### config.mk
export PLATFORM = sky130hd
export DESIGN_NAME = alu_cmd_sequencer
export DESIGN_NICKNAME = d
export VERILOG_FILES = /design/src/rtl/alu_cmd_sequencer.sv
export SDC_FILE = /design/constraint.sdc
export NUM_CORES = 1
export LEC_CHECK = 0
export CORE_MARGIN = 8
export CORE_UTILIZATION = 25
export DETAILED_ROUTE_END_ITERATION = 12
export MAX_ROUTING_LAYER = met4
export REMOVE_ABC_BUFFERS = 1
export SLEW_MARGIN = 20
export SYNTH_ARGS = -nofsm -noshare
export SYNTH_HDL_FRONTEND = slang
export SYNTH_SLANG_ARGS = --single-unit
### constraint.sdc
create_clock -name clk -period 4.79 [get_ports clk]
set_clock_uncertainty 0.1 [all_clocks]
set_input_delay 0.479 -clock clk [delete_from_list [all_inputs] [get_ports clk]]
set_output_delay 0.479 -clock clk [all_outputs]
set_load 0.005 [all_outputs]
### src/rtl/alu_cmd_sequencer.sv
// Command front end for the 32-bit combinational ALU: owns the register file, registers
// operands for the ALU, captures its result one cycle later, optionally writes it back and
// returns it over a valid/ready response channel.
module alu_cmd_sequencer #(
  parameter int unsigned RA_W  = 3,
  parameter int unsigned CNT_W = 16
) (
  input  logic             clk,
  input  logic             rst_n,
  input  logic             ld_en,
  input  logic [RA_W-1:0]  ld_addr,
  input  logic [31:0]      ld_data,
  input  logic             cmd_valid,
  output logic             cmd_ready,
  input  logic [2:0]       cmd_op,
  input  logic [RA_W-1:0]  cmd_ra,
  input  logic [RA_W-1:0]  cmd_rb,
  input  logic [RA_W-1:0]  cmd_rd,
  input  logic             cmd_wb,
  output logic             rsp_valid,
  input  logic             rsp_ready,
  output logic [31:0]      rsp_f,
  output logic             rsp_zf,
  output logic             rsp_of,
  output logic [31:0]      ALU_A,
  output logic [31:0]      ALU_B,
  output logic [2:0]       ALU_OP,
  input  logic [31:0]      ALU_F,
  input  logic             ALU_ZF,
  input  logic             ALU_OF,
  output logic [CNT_W-1:0] op_count
);

  localparam int unsigned NumRegs = 2 ** RA_W;

  typedef enum logic [1:0] {StIdle, StExec, StResp} state_e;

  state_e           state_q, state_d;
  logic [31:0]      rf_q [NumRegs];
  logic [31:0]      rf_d [NumRegs];
  logic [31:0]      alu_a_q, alu_a_d;
  logic [31:0]      alu_b_q, alu_b_d;
  logic [2:0]       alu_op_q, alu_op_d;
  logic [RA_W-1:0]  rd_q, rd_d;
  logic             wb_q, wb_d;
  logic [31:0]      rsp_f_q, rsp_f_d;
  logic             rsp_zf_q, rsp_zf_d;
  logic             rsp_of_q, rsp_of_d;
  logic [CNT_W-1:0] cnt_q, cnt_d;

  logic cmd_accept;
  logic rsp_done;

  assign cmd_accept = (state_q == StIdle) && cmd_valid;
  assign rsp_done   = (state_q == StResp) && rsp_ready;

  // State register.
  always_ff @(posedge clk or negedge rst_n) begin
    if (!rst_n) begin
      state_q <= StIdle;
    end else begin
      state_q <= state_d;
    end
  end

  // Next-state logic: EXEC is always a single cycle, RESP waits for the handshake.
  always_comb begin
    state_d = state_q;
    unique case (state_q)
      StIdle:  if (cmd_valid) state_d = StExec;
      StExec:  state_d = StResp;
      StResp:  if (rsp_ready) state_d = StIdle;
      default: state_d = StIdle;
    endcase
  end

  // FSM outputs.
  always_comb begin
    cmd_ready = (state_q == StIdle);
    rsp_valid = (state_q == StResp);
  end

  // Datapath next state: register file, operand registers, response capture, counter.
  always_comb begin
    rf_d     = rf_q;
    alu_a_d  = alu_a_q;
    alu_b_d  = alu_b_q;
    alu_op_d = alu_op_q;
    rd_d     = rd_q;
    wb_d     = wb_q;
    rsp_f_d  = rsp_f_q;
    rsp_zf_d = rsp_zf_q;
    rsp_of_d = rsp_of_q;
    cnt_d    = cnt_q;

    // Operands are read from rf_q, so a same-cycle load is not seen by the command.
    if (cmd_accept) begin
      alu_a_d  = rf_q[cmd_ra];
      alu_b_d  = rf_q[cmd_rb];
      alu_op_d = cmd_op;
      rd_d     = cmd_rd;
      wb_d     = cmd_wb;
    end

    if ((state_q == StIdle) && ld_en && (ld_addr != '0)) begin
      rf_d[ld_addr] = ld_data;
    end

    if (state_q == StExec) begin
      rsp_f_d  = ALU_F;
      rsp_zf_d = ALU_ZF;
      // OF is only meaningful for ADD/SUB; the ALU leaves it undefined otherwise.
      rsp_of_d = (alu_op_q == 3'b100 || alu_op_q == 3'b101) ? ALU_OF : 1'b0;
      if (wb_q && (rd_q != '0)) begin
        rf_d[rd_q] = ALU_F;
      end
    end

    if (rsp_done) begin
      cnt_d = cnt_q + CNT_W'(1);
    end

    // r0 is hardwired to zero.
    rf_d[0] = '0;
  end

  // Datapath registers.
  always_ff @(posedge clk or negedge rst_n) begin
    if (!rst_n) begin
      for (int unsigned i = 0; i < NumRegs; i++) begin
        rf_q[i] <= '0;
      end
      alu_a_q  <= '0;
      alu_b_q  <= '0;
      alu_op_q <= '0;
      rd_q     <= '0;
      wb_q     <= 1'b0;
      rsp_f_q  <= '0;
      rsp_zf_q <= 1'b0;
      rsp_of_q <= 1'b0;
      cnt_q    <= '0;
    end else begin
      rf_q     <= rf_d;
      alu_a_q  <= alu_a_d;
      alu_b_q  <= alu_b_d;
      alu_op_q <= alu_op_d;
      rd_q     <= rd_d;
      wb_q     <= wb_d;
      rsp_f_q  <= rsp_f_d;
      rsp_zf_q <= rsp_zf_d;
      rsp_of_q <= rsp_of_d;
      cnt_q    <= cnt_d;
    end
  end

  assign ALU_A    = alu_a_q;
  assign ALU_B    = alu_b_q;
  assign ALU_OP   = alu_op_q;
  assign rsp_f    = rsp_f_q;
  assign rsp_zf   = rsp_zf_q;
  assign rsp_of   = rsp_of_q;
  assign op_count = cnt_q;

endmodule

==> results of run 1 <==
final timing paths:
path	to	slack, ns
worst max-delay path	rf_q[203]	1.83
worst min-delay path	op_count[7]	0.32
worst max register to register	rf_q[203]	1.83
worst min register to register	op_count[15]	0.37
max in group asynchronous	rsp_f[14]	2.97
min in group clk	rsp_zf	0.34
cell usage in the layout, fill, tap and decap left out, types with 13 or more instances in the layout:
cell type,instances
clkdlybuf4s50_1,202
nor2_1,356
a211oi_1,64
mux2i_1,192
clkbuf_16,47
a31oi_1,224
o22ai_1,64
dfrtp_1,347
a21oi_1,64
xnor2_1,13
buf_4,24
nand2_1,558
worst max-delay path: stages (launching register included):
cell and delay (ns):
dfrtp_1 0.51, nand4bb_1 0.58, nor3_2 1.00, buf_4 0.37, nand2_1 0.08, a31oi_1 0.18
routing by layer:
| layer | share of wire (%) | track usage [%] | routed length (um) | up-vias |
|---|---|---|---|---|
| met4 | 2.1 | 4.21 | 1420 | 0 |
| met2 | 45 | 24.5 | 30000 | 557 |
| li1 | - | - | - | 7551 |
| met5 | 0 | - | 0 | - |
| met3 | 7.5 | 3.50 | 4970 | 95 |
| met1 | 45 | 21.9 | 30300 | 7750 |
cells by family after synthesis:
group | count (synthesis)
flip-flops | 347
adder cells (fa/ha/maj) | 1
AND/OR/NAND/NOR | 974
buffers and inverters | 191
AO/OA/AOI/OAI | 418
XOR/XNOR | 15
multiplexers | 199
what timing repair did:
action | CTS | global route
endpoints found under the setup margin | 0 | 0
hold endpoints to repair | 72 | 0
hold buffers | 1 | 0
report_power, final:
group	switching, mW	internal (mW)	leakage (nW)
sequential	1.07	4.38	4.15
combinational	2.28	2.25	4.88
clock	1.41	2.09	0.735
registers in the layout, summed over array words and instances (netlist names):
signal and flops:
rf_q 224, ALU_A 32, ALU_B 32, rsp_f 32, op_count 16, ALU_OP 3
rd_q 3, state_q 2, rsp_of 1, rsp_zf 1, wb_q 1
metrics by stage:
stage	std cells	utilization (%)	instance area [um2]	setup slack, ns	hold slack (ns)
3_5_place_dp	3137	29.2	20900	1.50	0.362
5_1_grt	3227	31.4	22500	1.64	0.358
6_report	3227	31.4	22500	1.83	0.317
3_3_place_gp	3137	29.2	20900	1.59	0.357
4_1_cts	3221	31.3	22400	1.86	0.313
2_1_floorplan	1955	-	17300	0.722	0.0834
cell type report:
cell class	instances	area, um2
inverters	1	3.75
repair buffers	234	2340
multi-input cells	1607	8730
flip-flops and latches	347	8680
fillers	7484	49100
diodes	5	12.5
clock buffers	67	1330
well taps	950	1190
clock inverters	16	178
==> metrics.yaml, run 1 <==
timing:
  setup_viol: 0
  finalHoldViolCount: 0
  tightest_slew_ns: 1.20
  setup-tns-final_ns: 0
  period_share_pct: 61.7
  period_needed_ns: 2.96
  slew_headroom_pct: 19.7
  final_max_slew_viol_count: 0
  fmax_mhz: 338
  rsz0062_at_grt: "false"
global_routing:
  grt_max_degree: 106
  track_usage_pct: 16.2
  grt_pass1_vias: 15500
  grt_pass1_wl_um: 100000
  antenna_found_initial: 5
  globalRouteOverflowTotal: 0
placement:
  portBuffers: 205
  dp_hpwl_um: 40400
  gp_congestion: 0.780
worst_hold_path:
  hp-class: "input port to async pin"
logic_synthesis:
  synth_area_um2: 18100
  synth.top_cell.area_share_pct: 47.9
  synth-edff-count: 0
  avgSynthCellArea_um2: 8.46
  ys_top_cells_by_area: "dfrtp_1 48%, nand2_1 12%, mux2i_1 11%"
  synth_warnings: 0
  synth_top_family_by_area: "simple AND/OR/NAND/NOR gates"
  synthTopCellsByCount: "567 x nand2_1, 359 x nor2_1, 347 x dfrtp_1, 224 x a31oi_1, 192 x mux2i_1"
  yosysTopAreaCell: "dfrtp_1"
  synth-adder-area-share_pct: 0.0690
  yosys.area_share.simple_pct: 21.0
  yosysSeqAreaShare_pct: 47.9
  yosysMostFrequentCell: "nand2_1"
  synth_cell_types: 39
  ys_ff_latch: 347
  synth-xor-area-share_pct: 0.724
  synthMuxAreaShare_pct: 11.0
  async_flop_share_pct: 100
  synth-compound-area-share_pct: 14.4
  synth_ff_type: "dfrtp_1"
  syn_inst: 2145
pwr:
  leakage_nw: 9.77
  peakVddDrop_v: 0.000328
  power.total_mw: 13.5
  p_per_area_nw_per_um2: 600
floorplan:
  core_area_um2: 71600
  rows: 98
  ioPinCount: 206
  start_util_pct: 25.3
  die_area_um2: 81400
  die_height_um: 285
  die_x_um: 285
setup_path:
  path_max_fanout: 12
  rr_worst_depth: 5
  setup.worst_path.class: "register to register"
  crit_start: "state_q[1]"
  cp.arrival_ns: 3.33
  start_kind: "register"
  endpoint_kind: "register"
  crit_required_ns: 5.16
  r2r-start: "state_q[1]"
cts:
  clock_sinks: 347
  clockBufferDepth: 3
  clkTransAtPathRegs_ns: 0.06
  numCtsBuffers: 45
  clk_latency_ns: 0.58
  post-cts-setup-buffers: 0
  cts_tree: "yes"
  cts-root-buf: "clkbuf_16"
  h-tree-depth: 2
  cts-resized-gates: 0
detailed_routing:
  vias_per_cell: 4.94
  drc: 0
  dr.pass1.iters: 7
  drtAntennaViolNets: 0
  wire_per_inst_um: 20.6
  drt_iter0_drc: 1454
  routed_wl_um: 66600
  num_vias: 16000
layout:
  area_growth_pct: 23.8
  drive_gt1_share_pct: 6.25
  nets: 2324
job:
  cap_violations: 0
run_status:
  status: "completed"
No activity file was read; power rests on OpenSTA's default activity.
==> run 2, diff against run 1 <==
- clock period: 4.79 -> 3.1 ns (I/O delays scaled with it)
==> run 2 against run 1 <==
Fmax rose by 21%. Die area did not move. Worst hold slack got worse by 0.15 ns. Global-route usage rose by 0.59 points. Cell area rose by 1.9%. Wire length rose by 3.1%. Via count rose by 2.0%. Final cell count rose by 0.77%. Total power rose by 58%. Register-to-register slack got worse by 1.2 ns. Flip-flop and latch count did not move. Critical path depth did not move. Critical endpoint is now rf_q[195]. Largest cell class unchanged.
==> metrics.yaml, run 2 (synthesis gave the netlist of run 1 again) <==
detailed_routing:
  dr.pass1.iters: 7  # unchanged
  drc: 0  # unchanged
  wire_per_inst_um: 21.1  # +2.3%
  drt_iter0_drc: 1806  # +24%
  num_vias: 16300  # +2.0%
  drtAntennaViolNets: 0  # unchanged
  vias_per_cell: 5.01  # +1.3%
  routed_wl_um: 68700  # +3.1%
layout:
  fin_area_um2: 22900  # +1.9%
  regArea_um2: 8680  # unchanged
  fillers: 7495  # +0.15%
  fin_util_pct: 32.0  # +0.61 points
  multi_input_area_um2: 8720  # about the same
  max_flop_register: "rf_q"
  largest_register_ff_count: 224  # unchanged
  layout_common_cells: "558 x nand2_1, 356 x nor2_1, 347 x dfrtp_1, 224 x a31oi_1, 202 x clkdlybuf4s50_1"
  nets: 2354  # +1.3%
  drive_gt1_share_pct: 7.69  # +1.4 points
  final_common_cell: "nand2_1"
  area_growth_pct: 26.2
timing:
  period_needed_ns: 2.45  # -0.506 ns
  period_share_pct: 79.1  # +17 points
  fmax_mhz: 408  # +21%
  finalHoldViolCount: 0  # unchanged
  tightest_slew_ns: 1.00  # -0.197 ns
  setup_slack_ns: 0.649  # -1.18 ns
  final_max_slew_viol_count: 0  # unchanged
  setup_viol: 0  # unchanged
  slew_headroom_pct: 32.8  # +13 points
  rsz0062_at_grt: "false"
cts:
  clk_latency_ns: 0.58  # about the same
  clockBufferDepth: 3  # unchanged
  clkTransAtPathRegs_ns: 0.06  # about the same
  cts-root-buf: "clkbuf_16"
  numCtsBuffers: 45  # unchanged
  cts_tree: "yes"
  clock_sinks: 347  # unchanged
  h-tree-depth: 2  # unchanged
placement:
  gp_congestion: 0.764  # -2.1%
  portBuffers: 205  # unchanged
  placed_area_um2: 21200  # +1.6%
  dp_hpwl_um: 42100  # +4.2%
  dpl_worst_slack_ns: 0.461  # -1.04 ns
pwr:
  p_per_area_nw_per_um2: 931  # +55%
  leakage_nw: 10.0  # +2.5%
  peakVddDrop_v: 0.000453  # +38%
floorplan:
  die_area_um2: 81400  # unchanged
  rows: 98  # unchanged
  die_x_um: 285  # unchanged
  die_height_um: 285  # unchanged
  start_util_pct: 25.3  # unchanged
  core_area_um2: 71600  # unchanged
  ioPinCount: 206  # unchanged
worst_hold_path:
  hp-class: "input port to register"
setup_path:
  path_max_fanout: 32  # +20
  cp.arrival_ns: 2.75  # -0.58 ns
  start_kind: "register"
  crit_required_ns: 3.40  # -1.76 ns
  setup.worst_path.class: "register to register"
  endpoint_kind: "register"
global_routing:
  track_usage_pct: 16.8  # +0.59 points
  grt_max_degree: 78  # -26%
  grt_pass1_wl_um: 104000  # +3.3%
  globalRouteOverflowTotal: 0  # unchanged
  antenna_found_initial: 1  # -4
  grt_pass1_vias: 16200  # +4.8%
job:
  cap_violations: 0  # unchanged
run_status:
  status: "completed"
==> run 2: cell count changes in the layout (fill, tap and decap cells not counted) <==
| cell | change |
|---|---|
| clkbuf_8 | +1 |
| nand3_2 | +1 |
| buf_12 | +9 |
| inv_6 | -2 |
| clkbuf_1 | -6 |
| nand3_4 | -1 |
| bufinv_16 | +5 |
| clkinv_4 | +2 |
| buf_4 | +22 |
| buf_16 | -1 |
| clkinvlp_4 | -1 |
| diode_2 | -4 |
==> run 2: final cells by class <==
cell class / instances / area share, %
multi-input cells: 1607 / 38.1
flip-flops and latches: 347 / 37.9
repair buffers: 264 / 11.6
clock buffers: 62 / 5.78
well taps: 950 / 5.19
clock inverters: 20 / 1.40
inverters: 1 / 0.0164
diodes: 1 / 0.0109
==> run 2: metal layers <==
layer | track usage, % | vias to the layer above | part of all wire, %
li1 | - | 7621 | -
met1 | 22.0 | 7866 | 43
met2 | 26.9 | 693 | 47
met3 | 3.02 | 100 | 7.8
met4 | 4.01 | 0 | 1.9
met5 | - | - | 0
==> run 2: repair_timing <==
action,in CTS,in global routing
gates resized for setup,0,0
setup buffers,0,0
endpoints found under the hold margin,69,0
hold buffers,1,0
==> run 2: path summary, 6_finish.rpt <==
| check | endpoint | slack (ns) | cells past startpoint | from |
|---|---|---|---|---|
| hold reg to reg | rsp_f[8] | 0.37 | 2 | rsp_f[8] |
| setup / recovery | rf_q[195] | 0.65 | 5 | state_q[1] |
| min in group asynchronous | op_count[5] | 0.20 | 2 | rst_n |
| hold / removal | rsp_zf | 0.16 | 3 | ALU_ZF |
| setup reg to reg | rf_q[195] | 0.65 | 5 | state_q[1] |
| max in group asynchronous | rf_q[125] | 1.69 | 3 | rst_n |
==> run 2: critical path, stage by stage (launching register included) <==
cell       delay, ns
dfrtp_1         0.50
nand4bb_1       0.53
or3_2           0.55
buf_4           0.32
nand2_1         0.15
a31oi_1         0.10
==> run 2: power by group <==
part	switching, mW	total, mW	internal (mW)
logic	3.55	7.09	3.54
registers	1.65	8.42	6.77
clock network	2.17	5.82	3.65
total	7.37	21.3	14.0
==> run 2: metrics by stage <==
| step | hold WS [ns] | cells | power, mW | TNS, ns |
|---|---|---|---|---|
| global placement | 0.255 | 3168 | 15.4 | 0 |
| detailed placement | 0.269 | 3168 | 15.6 | 0 |
| finish | 0.162 | 3252 | 21.3 | 0 |
| floorplan | -0.0856 | 1955 | 12.0 | -107.08 |
| global route | 0.200 | 3252 | 22.8 | 0 |
| CTS | 0.123 | 3251 | 21.5 | 0 |
